`src/rtl/vecfifo_wr_arbiter_if.sv`:
```
// Handshake bundle between NumReq vector producers, the write arbiter and one VecFIFO write port.
// The arbiter side uses the slave modport; producers and the FIFO consumer use master.
interface vecfifo_wr_arbiter_if #(
  parameter int unsigned NumReq      = 4,
  parameter int unsigned VecElements = 4
);
  logic [NumReq-1:0]                    req_valid_in;
  logic [NumReq-1:0]                    req_last_in;
  logic [NumReq-1:0][VecElements*8-1:0] req_data_in;
  logic [NumReq-1:0]                    req_ready_out;
  logic                                 fifo_wr_en_out;
  logic [VecElements*8-1:0]             fifo_wr_data_out;
  logic                                 fifo_rd_en_in;

  modport master (
    output req_valid_in, req_last_in, req_data_in, fifo_rd_en_in,
    input  req_ready_out, fifo_wr_en_out, fifo_wr_data_out
  );

  modport slave (
    input  req_valid_in, req_last_in, req_data_in, fifo_rd_en_in,
    output req_ready_out, fifo_wr_en_out, fifo_wr_data_out
  );
endinterface

```
`src/rtl/vecfifo_wr_arbiter.sv`:
```
// Round-robin burst arbiter sharing one VecFIFO write port, with credit-based overflow protection.
// Optional per-producer accepted-beat counters: define VECFIFO_ARB_STATS_EN.
module vecfifo_wr_arbiter #(
  parameter int unsigned NumReq      = 4,
  parameter int unsigned VecElements = 4,
  parameter int unsigned FifoDepth   = 8,
  parameter int unsigned BurstLen    = 4
) (
  input  logic                           clk_in,
  input  logic                           rst_n_in,
  vecfifo_wr_arbiter_if.slave            bus,
  output logic [NumReq-1:0]              grant_out,
  output logic [$clog2(FifoDepth+1)-1:0] credit_out,
  output logic                           busy_out,
  output logic [NumReq-1:0][15:0]        stat_beats_out
);
  localparam int unsigned IdxW  = (NumReq > 1) ? $clog2(NumReq) : 1;
  localparam int unsigned BeatW = $clog2(BurstLen + 1);
  localparam int unsigned CredW = $clog2(FifoDepth + 1);
  localparam int unsigned DataW = VecElements * 8;

  localparam logic [BeatW-1:0] BeatMax = BeatW'(BurstLen);
  localparam logic [CredW-1:0] CredMax = CredW'(FifoDepth);
  localparam logic [IdxW-1:0]  LastIdx = IdxW'(NumReq - 1);

  localparam logic [0:0] StIdle  = 1'b0;
  localparam logic [0:0] StBurst = 1'b1;

  logic [0:0]       state_q, state_d;
  logic [IdxW-1:0]  gnt_idx_q, gnt_idx_d;
  logic [BeatW-1:0] beat_cnt_q, beat_cnt_d;
  logic [CredW-1:0] credit_q, credit_d;
  logic             wr_en_q;
  logic [DataW-1:0] wr_data_q;

  logic              in_burst, has_credit, accept, sel_valid, sel_last, pick_found;
  logic [IdxW-1:0]   pick_idx;
  logic [NumReq-1:0] gnt_onehot;

  function automatic logic [IdxW-1:0] rr_idx(input logic [IdxW-1:0] base, input int unsigned off);
    return IdxW'((32'(base) + off) % NumReq);
  endfunction

  // gnt_idx_q doubles as the last-grant pointer: it is only rewritten when a new grant is made.
  assign in_burst   = (state_q == StBurst);
  assign has_credit = (credit_q != '0);
  assign gnt_onehot = NumReq'(1) << gnt_idx_q;
  assign sel_valid  = bus.req_valid_in[gnt_idx_q];
  assign sel_last   = bus.req_last_in[gnt_idx_q];
  assign accept     = in_burst && has_credit && sel_valid;

  always_comb begin
    pick_found = 1'b0;
    pick_idx   = '0;
    for (int unsigned off = 1; off <= NumReq; off++) begin
      if (!pick_found && bus.req_valid_in[rr_idx(gnt_idx_q, off)]) begin
        pick_found = 1'b1;
        pick_idx   = rr_idx(gnt_idx_q, off);
      end
    end
  end

  always_comb begin
    state_d    = state_q;
    gnt_idx_d  = gnt_idx_q;
    beat_cnt_d = beat_cnt_q;
    case (state_q)
      StIdle: begin
        if (pick_found && has_credit) begin
          state_d    = StBurst;
          gnt_idx_d  = pick_idx;
          beat_cnt_d = '0;
        end
      end
      StBurst: begin
        if (accept) begin
          beat_cnt_d = beat_cnt_q + BeatW'(1);
          if (sel_last || (beat_cnt_q + BeatW'(1) == BeatMax)) begin
            state_d = StIdle;
          end
        end else if (has_credit && !sel_valid) begin
          state_d = StIdle;
        end
      end
      default: state_d = StIdle;
    endcase
  end

  // A read at full credit is dropped unless an accept in the same cycle makes room for it.
  always_comb begin
    credit_d = credit_q;
    if (accept && !bus.fifo_rd_en_in) begin
      credit_d = credit_q - CredW'(1);
    end else if (!accept && bus.fifo_rd_en_in && (credit_q != CredMax)) begin
      credit_d = credit_q + CredW'(1);
    end
  end

  always_ff @(posedge clk_in or negedge rst_n_in) begin
    if (!rst_n_in) begin
      state_q    <= StIdle;
      gnt_idx_q  <= LastIdx;
      beat_cnt_q <= '0;
      credit_q   <= CredMax;
      wr_en_q    <= 1'b0;
      wr_data_q  <= '0;
    end else begin
      state_q    <= state_d;
      gnt_idx_q  <= gnt_idx_d;
      beat_cnt_q <= beat_cnt_d;
      credit_q   <= credit_d;
      wr_en_q    <= accept;
      if (accept) begin
        wr_data_q <= bus.req_data_in[gnt_idx_q];
      end
    end
  end

  assign busy_out             = in_burst;
  assign grant_out            = in_burst ? gnt_onehot : '0;
  assign bus.req_ready_out    = (in_burst && has_credit) ? gnt_onehot : '0;
  assign bus.fifo_wr_en_out   = wr_en_q;
  assign bus.fifo_wr_data_out = wr_data_q;
  assign credit_out           = credit_q;

`ifdef VECFIFO_ARB_STATS_EN
  logic [NumReq-1:0][15:0] stat_q;

  always_ff @(posedge clk_in or negedge rst_n_in) begin
    if (!rst_n_in) begin
      stat_q <= '0;
    end else if (accept && (stat_q[gnt_idx_q] != 16'hFFFF)) begin
      stat_q[gnt_idx_q] <= stat_q[gnt_idx_q] + 16'd1;
    end
  end

  assign stat_beats_out = stat_q;
`else
  assign stat_beats_out = '0;
`endif

  rd_at_full_credit_a: assert property (@(posedge clk_in) disable iff (!rst_n_in)
    !(bus.fifo_rd_en_in && (credit_q == CredMax)));

endmodule
```
`src/flat_wrapper.sv`:
```
// flat-port wrapper written by rule: the top's interface ports become plain ports
module vecfifo_wr_arbiter_flat 
#(
  parameter int unsigned NumReq      = 4,
  parameter int unsigned VecElements = 4,
  parameter int unsigned FifoDepth   = 8,
  parameter int unsigned BurstLen    = 4
)
  (clk_in, rst_n_in, grant_out, credit_out, busy_out, stat_beats_out, bus_req_valid_in, bus_req_last_in, bus_req_data_in, bus_fifo_rd_en_in, bus_req_ready_out, bus_fifo_wr_en_out, bus_fifo_wr_data_out);
  vecfifo_wr_arbiter_if #(.NumReq(NumReq), .VecElements(VecElements)) bus_i ();
  input  logic clk_in;
  input  logic rst_n_in;
  output logic [NumReq-1:0] grant_out;
  output logic [$clog2(FifoDepth+1)-1:0] credit_out;
  output logic busy_out;
  output logic [NumReq-1:0][15:0] stat_beats_out;
  input wire logic [$bits(bus_i.req_valid_in)-1:0] bus_req_valid_in;
  input wire logic [$bits(bus_i.req_last_in)-1:0] bus_req_last_in;
  input wire logic [$bits(bus_i.req_data_in)-1:0] bus_req_data_in;
  input wire logic [$bits(bus_i.fifo_rd_en_in)-1:0] bus_fifo_rd_en_in;
  output wire logic [$bits(bus_i.req_ready_out)-1:0] bus_req_ready_out;
  output wire logic [$bits(bus_i.fifo_wr_en_out)-1:0] bus_fifo_wr_en_out;
  output wire logic [$bits(bus_i.fifo_wr_data_out)-1:0] bus_fifo_wr_data_out;
  assign bus_i.req_valid_in = bus_req_valid_in;
  assign bus_i.req_last_in = bus_req_last_in;
  assign bus_i.req_data_in = bus_req_data_in;
  assign bus_i.fifo_rd_en_in = bus_fifo_rd_en_in;
  assign bus_req_ready_out = bus_i.req_ready_out;
  assign bus_fifo_wr_en_out = bus_i.fifo_wr_en_out;
  assign bus_fifo_wr_data_out = bus_i.fifo_wr_data_out;
  vecfifo_wr_arbiter #(.NumReq(NumReq), .VecElements(VecElements), .FifoDepth(FifoDepth), .BurstLen(BurstLen)) u_core (.clk_in(clk_in), .rst_n_in(rst_n_in), .bus(bus_i), .grant_out(grant_out), .credit_out(credit_out), .busy_out(busy_out), .stat_beats_out(stat_beats_out));
endmodule
```
`config.mk`:
```
export PLATFORM = sky130hd
export DESIGN_NAME = vecfifo_wr_arbiter_flat
export DESIGN_NICKNAME = d
export VERILOG_FILES = /design/src/rtl/vecfifo_wr_arbiter_if.sv /design/src/rtl/vecfifo_wr_arbiter.sv /design/src/flat_wrapper.sv
export SDC_FILE = /design/constraint.sdc
export NUM_CORES = 1
export LEC_CHECK = 0
export CAP_MARGIN = 5
export CORE_MARGIN = 10
export CORE_UTILIZATION = 38
export DETAILED_ROUTE_END_ITERATION = 16
export PLACE_DENSITY = 0.95
export SYNTH_ARGS = -nofsm -noshare
export SYNTH_HDL_FRONTEND = slang
export SYNTH_SLANG_ARGS = --single-unit
```
`constraint.sdc`:
```
create_clock -name clk_in -period 4.4 [get_ports clk_in]
set_input_delay 0.66 -clock clk_in [delete_from_list [all_inputs] [get_ports clk_in]]
set_output_delay 0.66 -clock clk_in [all_outputs]
set_load 0.05 [all_outputs]
```
==> results by group, run 1 <==
Outcome
  – Status: finished, final reports clean

STA
  – Worst Tran Pin Value: 1.01 ns
  – RSZ-0062 raised after global routing: no
  – Final min period: 3.26 ns
  – Fin crit share: 0.740
  – Fin. Hold Viols: 0
  – Fmax: 307 MHz
  – Slew Limit Fails: 0
  – Final Setup Violations: 0
  – Clk_skew: 0.00449 ns
  – Fin Setup TNS: 0 ns
  – Worst relative slew slack: 0.327

Finish
  – Layout Nets: 587
  – Share of cells above drive strength 1: 0.186
  – Most common cell after layout, fill and taps aside: clkdlybuf4s50_1
  – Final Core Density: 0.594
  – Area Overhead vs Synth: 50.3%
  – Final instance area: 5250 µm²
  – Most frequent cells in the layout: 183 x clkdlybuf4s50_1, 64 x conb_1, 40 x dfrtp_1, 37 x mux4_2, 26 x mux2_4
  – Filler Cell Count: 692
  – Fin cells: 550
  – # diodes: 0

Floorplanning
  – Initial Util: 0.395
  – Die footprint: 13400 µm²
  – Die H: 116 µm
  – Boundary Pins: 249
  – FP Rows: 34
  – Die width: 116 µm
  – Core area: 8850 µm²

Worst setup path
  – Required time of the critical path: 3.74 ns
  – Worst path cell trace: inv_1 > ha_1 > and2_1 > and2_1 > clkdlybuf4s50_1
  – Startpoint types: register
  – Critical Path Fanout Max: 22
  – CP Class: reg2out
  – Crit path max-delay family: flip-flops
  – CP most frequent cell: and2_1
  – Crit. End Element: primary output
  – CP bufs+invs: 2
  – Critical path's slowest cell: dfstp_2
  – Max incr delay on CP: 0.90 ns
  – Arrival time at the worst endpoint: 2.60 ns

Drt
  – Drt pass-1 iters: 4
  – Routed WL per cell: 22.1 µm
  – Post-DRT Antenna Nets: 0
  – Total number of vias: 2676
  – Iteration-0 DRC count of the detailed router: 145
  – Vias per cell: 4.87
  – DR DRC count: 0
  – DRT Wirelength: 12100 µm

Synthesis
  – Avg Cell Area, Syn: 13.1 µm²
  – Synthesized instance count: 266
  – Top-area cell type share of the netlist area: 0.286
  – Sequential area share after synthesis: 0.309
  – Synth area leaders: dfrtp_1 29%, mux4_2 24%, buf_4 14%, mux2_4 11%, ha_1 2.5%
  – Synth warn: 0
  – Synth area leader: dfrtp_1
  – Synth cell types: 42
  – Post-synth EDFFs: 0
  – Synth Flop Type: dfrtp_1
  – Fraction of registers with async set/reset: 1.00
  – Mapped Area: 3490 µm²
  – Post-synthesis register bit count: 43

Clocking
  – Post-CTS Setup Repair Bufs: 0
  – Post-CTS sizing: 0
  – Longest Clk Path Bufs: 2
  – Htree depth: 2
  – Clock Sinks: 43
  – Root buffer cell: clkbuf_8
  – # hold bufs at CTS: 0
  – Clk_lat worst skew: 0.29 ns
  – CTS tree: built
  – Cts bufs inserted: 5
  – CTS clk-pin slew, worst paths: 0.08 ns

Global routing
  – GRT overflow: 0
  – Largest net degree at the start of global routing: 44
  – First-pass GRT wire length: 17700 µm
  – Initial antenna violation count: 0
  – Gr usage total: 0.170
  – Vias in the first global route: 3190

Run
  – Max Cap Violations: 0

Power and ir drop
  – VDD IR max: 0.467 mV
  – Total power: 4010 µW
  – LEAKAGE: 0.00218 µW
  – Pwr per Cell Area: 763 nW/µm²

Place
  – Gpl congestion: 0.840
  – Cells after DPL: 542
  – HPWL after detailed placement: 10000 µm
  – Number of port buffers: 184
  – Post-DP Area: 5120 µm²

Worst hold path
  – Hold Crit Class: reg2reg
-- metal layers --
| metal | vias up | global-route usage | wire length, µm |
|---|---|---|---|
| met1 | 1304 | 0.180 | 4420 |
| li1 | 1204 | - | - |
| met5 | - | 0 | 0 |
| met4 | 0 | 0.0300 | 55 |
| met3 | 2 | 0.0594 | 1240 |
| met2 | 166 | 0.318 | 6420 |
-- cells by family (layout without fill, tap and decap cells) --
kind of cell | count (synthesis) | in the layout | share of synthesized area
compound gates | 23 | 23 | 0.0498
xor+xnor | 5 | 5 | 0.0125
fa+ha+maj | 7 | 7 | 0.0251
buf+inv | 86 | 199 | 0.176
flops | 43 | 43 | 0.309
mux | 72 | 72 | 0.378
other cells | 1 | 64 | 0.00107
simple gates | 29 | 29 | 0.0480
-- worst paths after layout --
check                           depth (start not counted)                       startpoint                              end  slack [ns]
worst max-delay path                                    5              u_core.gnt_idx_q[1]             bus_req_ready_out[0]        1.14
worst min-delay path                                    1  u_core.bus.fifo_wr_data_out[15]  u_core.bus.fifo_wr_data_out[15]        0.49
worst max register to register                          8              u_core.gnt_idx_q[1]             u_core.credit_out[2]        1.22
worst min register to register                          1  u_core.bus.fifo_wr_data_out[15]  u_core.bus.fifo_wr_data_out[15]        0.49
max in group asynchronous                               1                         rst_n_in        u_core.bus.fifo_wr_en_out        3.24
min in group asynchronous                               1                         rst_n_in             u_core.beat_cnt_q[0]        0.54
-- cells in the mapped netlist (2+ instances only) --
cell type	count
nand2_1	5
dfrtp_1	40
a21oi_1	4
nor2b_1	2
clkbuf_1	5
mux2_1	6
mux4_2	37
buf_2	6
and2_1	8
xnor2_1	4
mux2_4	26
nand3_1	4
buf_6	6
nor3_1	3
inv_1	4
dfstp_2	3
mux2i_1	2
o21ai_1	4
a22o_1	3
a221o_1	2
ha_1	7
buf_4	64
nor2_1	2
-- flip-flops by register name, summed over array words and instances (netlist names) --
name and count:
u_core.beat_cnt_q 3, u_core.credit_out 4, u_core.bus.fifo_wr_en_out 1, u_core.bus.fifo_wr_data_out 32
u_core.busy_out 1, u_core.gnt_idx_q 2
-- metrics by stage --
stage               worst slack (ns)  hold WS (ns)
floorplan                       1.40         0.364
global placement                1.07         0.467
detailed placement             0.936         0.476
CTS                             1.11         0.496
global route                   0.953         0.502
finish                          1.14         0.491
-- area by class of cell --
class | count | area [µm²] | share of cell area
Clock buffer | 6 | 72.6 | 0.0138
Clock inverter | 2 | 60.1 | 0.0114
Inverter | 5 | 18.8 | 0.00357
Timing Repair Buffer | 186 | 1850 | 0.352
Tap cell | 108 | 135 | 0.0257
Multi-Input combinational cell | 200 | 2040 | 0.387
Sequential cell | 43 | 1080 | 0.206
-- power breakdown --
group / total, µW / leakage, µW / switching (µW) / internal (µW)
Clock: 363 / 0.0000654 / 136 / 227
Sequential: 837 / 0.000507 / 225 / 612
Combinational: 2810 / 0.00160 / 1550 / 1260
Power figures use the tool's default switching activity.
==> run 2: changes to the inputs <==
- CORE_UTILIZATION: 38 -> 32
- PLACE_DENSITY: 0.95 -> 0.88
- clock period: 4.4 -> 2.98 ns (I/O delays scaled with it)
==> results by group, run 2 (synthesis gave the netlist of run 1 again) <==
STA
  – Clk_skew: 0.00358 ns (-0.000910 ns)
  – Fmax: 389 MHz
  – Fin. Hold Viols: 0 (unchanged)
  – Worst Tran Pin Value: 0.951 ns (-0.0583 ns)
  – Final min period: 2.57 ns
  – Fin Setup TNS: 0 ns (unchanged)
  – Slew Limit Fails: 0 (unchanged)
  – Worst setup margin: 0.406 ns (-0.738 ns)
  – Worst hold slack: 0.313 ns (-0.178 ns)
  – Final Setup Violations: 0 (unchanged)
  – Worst relative slew slack: 0.366 (+0.0389)
  – Fin crit share: 0.864
  – RSZ-0062 raised after global routing: no

Clocking
  – Cts bufs inserted: 5 (unchanged)
  – Post-CTS Setup Repair Bufs: 0 (unchanged)
  – Post-CTS sizing: 0 (unchanged)
  – Clk_lat worst skew: 0.28 ns (about the same)
  – CTS tree: built
  – Root buffer cell: clkbuf_8
  – CTS clk-pin slew, worst paths: 0.07 ns (about the same)
  – Htree depth: 2 (unchanged)
  – Clock Sinks: 43 (unchanged)
  – # hold bufs at CTS: 0 (unchanged)
  – Longest Clk Path Bufs: 2 (unchanged)

Power and ir drop
  – Pwr per Cell Area: 1100 nW/µm² (+44%)
  – VDD IR max: 0.538 mV (+15%)
  – LEAKAGE: 0.00221 µW (+1.3%)

Finish
  – Final instance area: 5310 µm² (+1.0%)
  – Area Overhead vs Synth: 51.9%
  – Share of cells above drive strength 1: 0.211 (+0.0257)
  – Final Core Density: 0.494 (-0.0997)
  – Filler Cell Count: 944 (+36%)
  – # diodes: 0 (unchanged)
  – Most common cell after layout, fill and taps aside: clkdlybuf4s50_1
  – Layout Nets: 591 (+0.68%)
  – Most frequent cells in the layout: 175 x clkdlybuf4s50_1, 64 x conb_1, 40 x dfrtp_1, 37 x mux4_2, 26 x mux2_4
  – Number of flip-flops in the largest register: 32 (unchanged)

Place
  – Post-DP Area: 5220 µm² (+2.0%)
  – Gpl congestion: 0.941 (+12%)
  – HPWL after detailed placement: 10400 µm (+4.1%)
  – Post-place setup slack: 0.248 ns (-0.687 ns)
  – Number of port buffers: 184 (unchanged)

Drt
  – Total number of vias: 2671 (-0.19%)
  – Drt pass-1 iters: 4 (unchanged)
  – Iteration-0 DRC count of the detailed router: 94 (-35%)
  – Vias per cell: 4.57 (-6.2%)
  – Post-DRT Antenna Nets: 0 (unchanged)
  – DR DRC count: 0 (unchanged)
  – DRT Wirelength: 12000 µm (-0.85%)
  – Routed WL per cell: 20.6 µm (-6.8%)

Global routing
  – Gr usage total: 0.147 (-0.0222)
  – GRT overflow: 0 (unchanged)
  – Vias in the first global route: 3024 (-5.2%)
  – Initial antenna violation count: 0 (unchanged)
  – Largest net degree at the start of global routing: 44 (unchanged)
  – First-pass GRT wire length: 18400 µm (+3.5%)

Floorplanning
  – Initial Util: 0.325 (-0.0697)
  – Core area: 10700 µm² (+21%)
  – Die H: 125 µm (+7.4%)
  – Die width: 125 µm (+7.4%)
  – Boundary Pins: 249 (unchanged)
  – Die footprint: 15500 µm² (+15%)
  – FP Rows: 38 (+12%)

Worst setup path
  – Required time of the critical path: 3.12 ns (-0.62 ns)
  – CP Class: reg2reg
  – Startpoint types: register
  – Arrival time at the worst endpoint: 2.72 ns (+0.12 ns)
  – Critical Path Fanout Max: 15 (-32%)
  – Crit. End Element: register

Run
  – Max Cap Violations: 0 (unchanged)

Outcome
  – Status: finished, final reports clean

Worst hold path
  – Hold Crit Class: in2async
## run 2: cell count changes in the layout (fill, tap and decap cells not counted), moves of 2 or more
cell	previous run	this run
clkdlybuf4s50_1	183	175
buf_12	0	4
bufinv_16	2	0
buf_4	2	10
## run 2: power by group
group          internal (µW)  total (µW)  switching (µW)
registers                902        1160             256
clock network            182         361             179
logic                   1940        4320            2390
total                   3020        5840            2820
## run 2: path summary, 6_finish.rpt
| kind | start | end | slack (ns) | cells after the start |
|---|---|---|---|---|
| setup / recovery | u_core.gnt_idx_q[1] | u_core.busy_out | 0.41 | 7 |
| hold / removal | rst_n_in | u_core.beat_cnt_q[1] | 0.31 | 1 |
| setup reg to reg | u_core.gnt_idx_q[1] | u_core.busy_out | 0.41 | 7 |
| hold reg to reg | u_core.bus.fifo_wr_data_out[13] | u_core.bus.fifo_wr_data_out[13] | 0.49 | 1 |
| max in group asynchronous | rst_n_in | u_core.bus.fifo_wr_en_out | 2.07 | 1 |
| min in group clk_in | u_core.bus.fifo_wr_data_out[13] | u_core.bus.fifo_wr_data_out[13] | 0.49 | 1 |
## run 2: worst max-delay path, cell delays in order (launching register included)
cell     delay [ns]
dfstp_2        0.56
buf_4          0.25
inv_1          0.13
ha_1           0.40
mux4_2         0.37
o41ai_2        0.48
nor2b_1        0.19
a31oi_1        0.05
## run 2: cell type report
class	instances	area (µm²)	share of cell area
Inverter	5	18.8	0.00354
Clock inverter	1	5.00	0.000943
Multi-Input combinational cell	200	2040	0.383
Clock buffer	6	82.6	0.0156
Tap cell	140	175	0.0330
Sequential cell	43	1080	0.203
Timing Repair Buffer	190	1910	0.360
## run 2: metal layers
metal	vias to the layer above	wire length, µm	GRT usage
met2	150	6420	0.267
met5	-	0	0
met3	4	927	0.0515
li1	1209	-	-
met1	1308	4640	0.166
met4	0	50	0.0178
## run 2: per-stage QoR
step | power [µW] | instances
2_1_floorplan | 4350 | 329
3_3_place_gp | 5380 | 578
3_5_place_dp | 5510 | 578
4_1_cts | 5900 | 585
5_1_grt | 6140 | 585
6_report | 5840 | 585
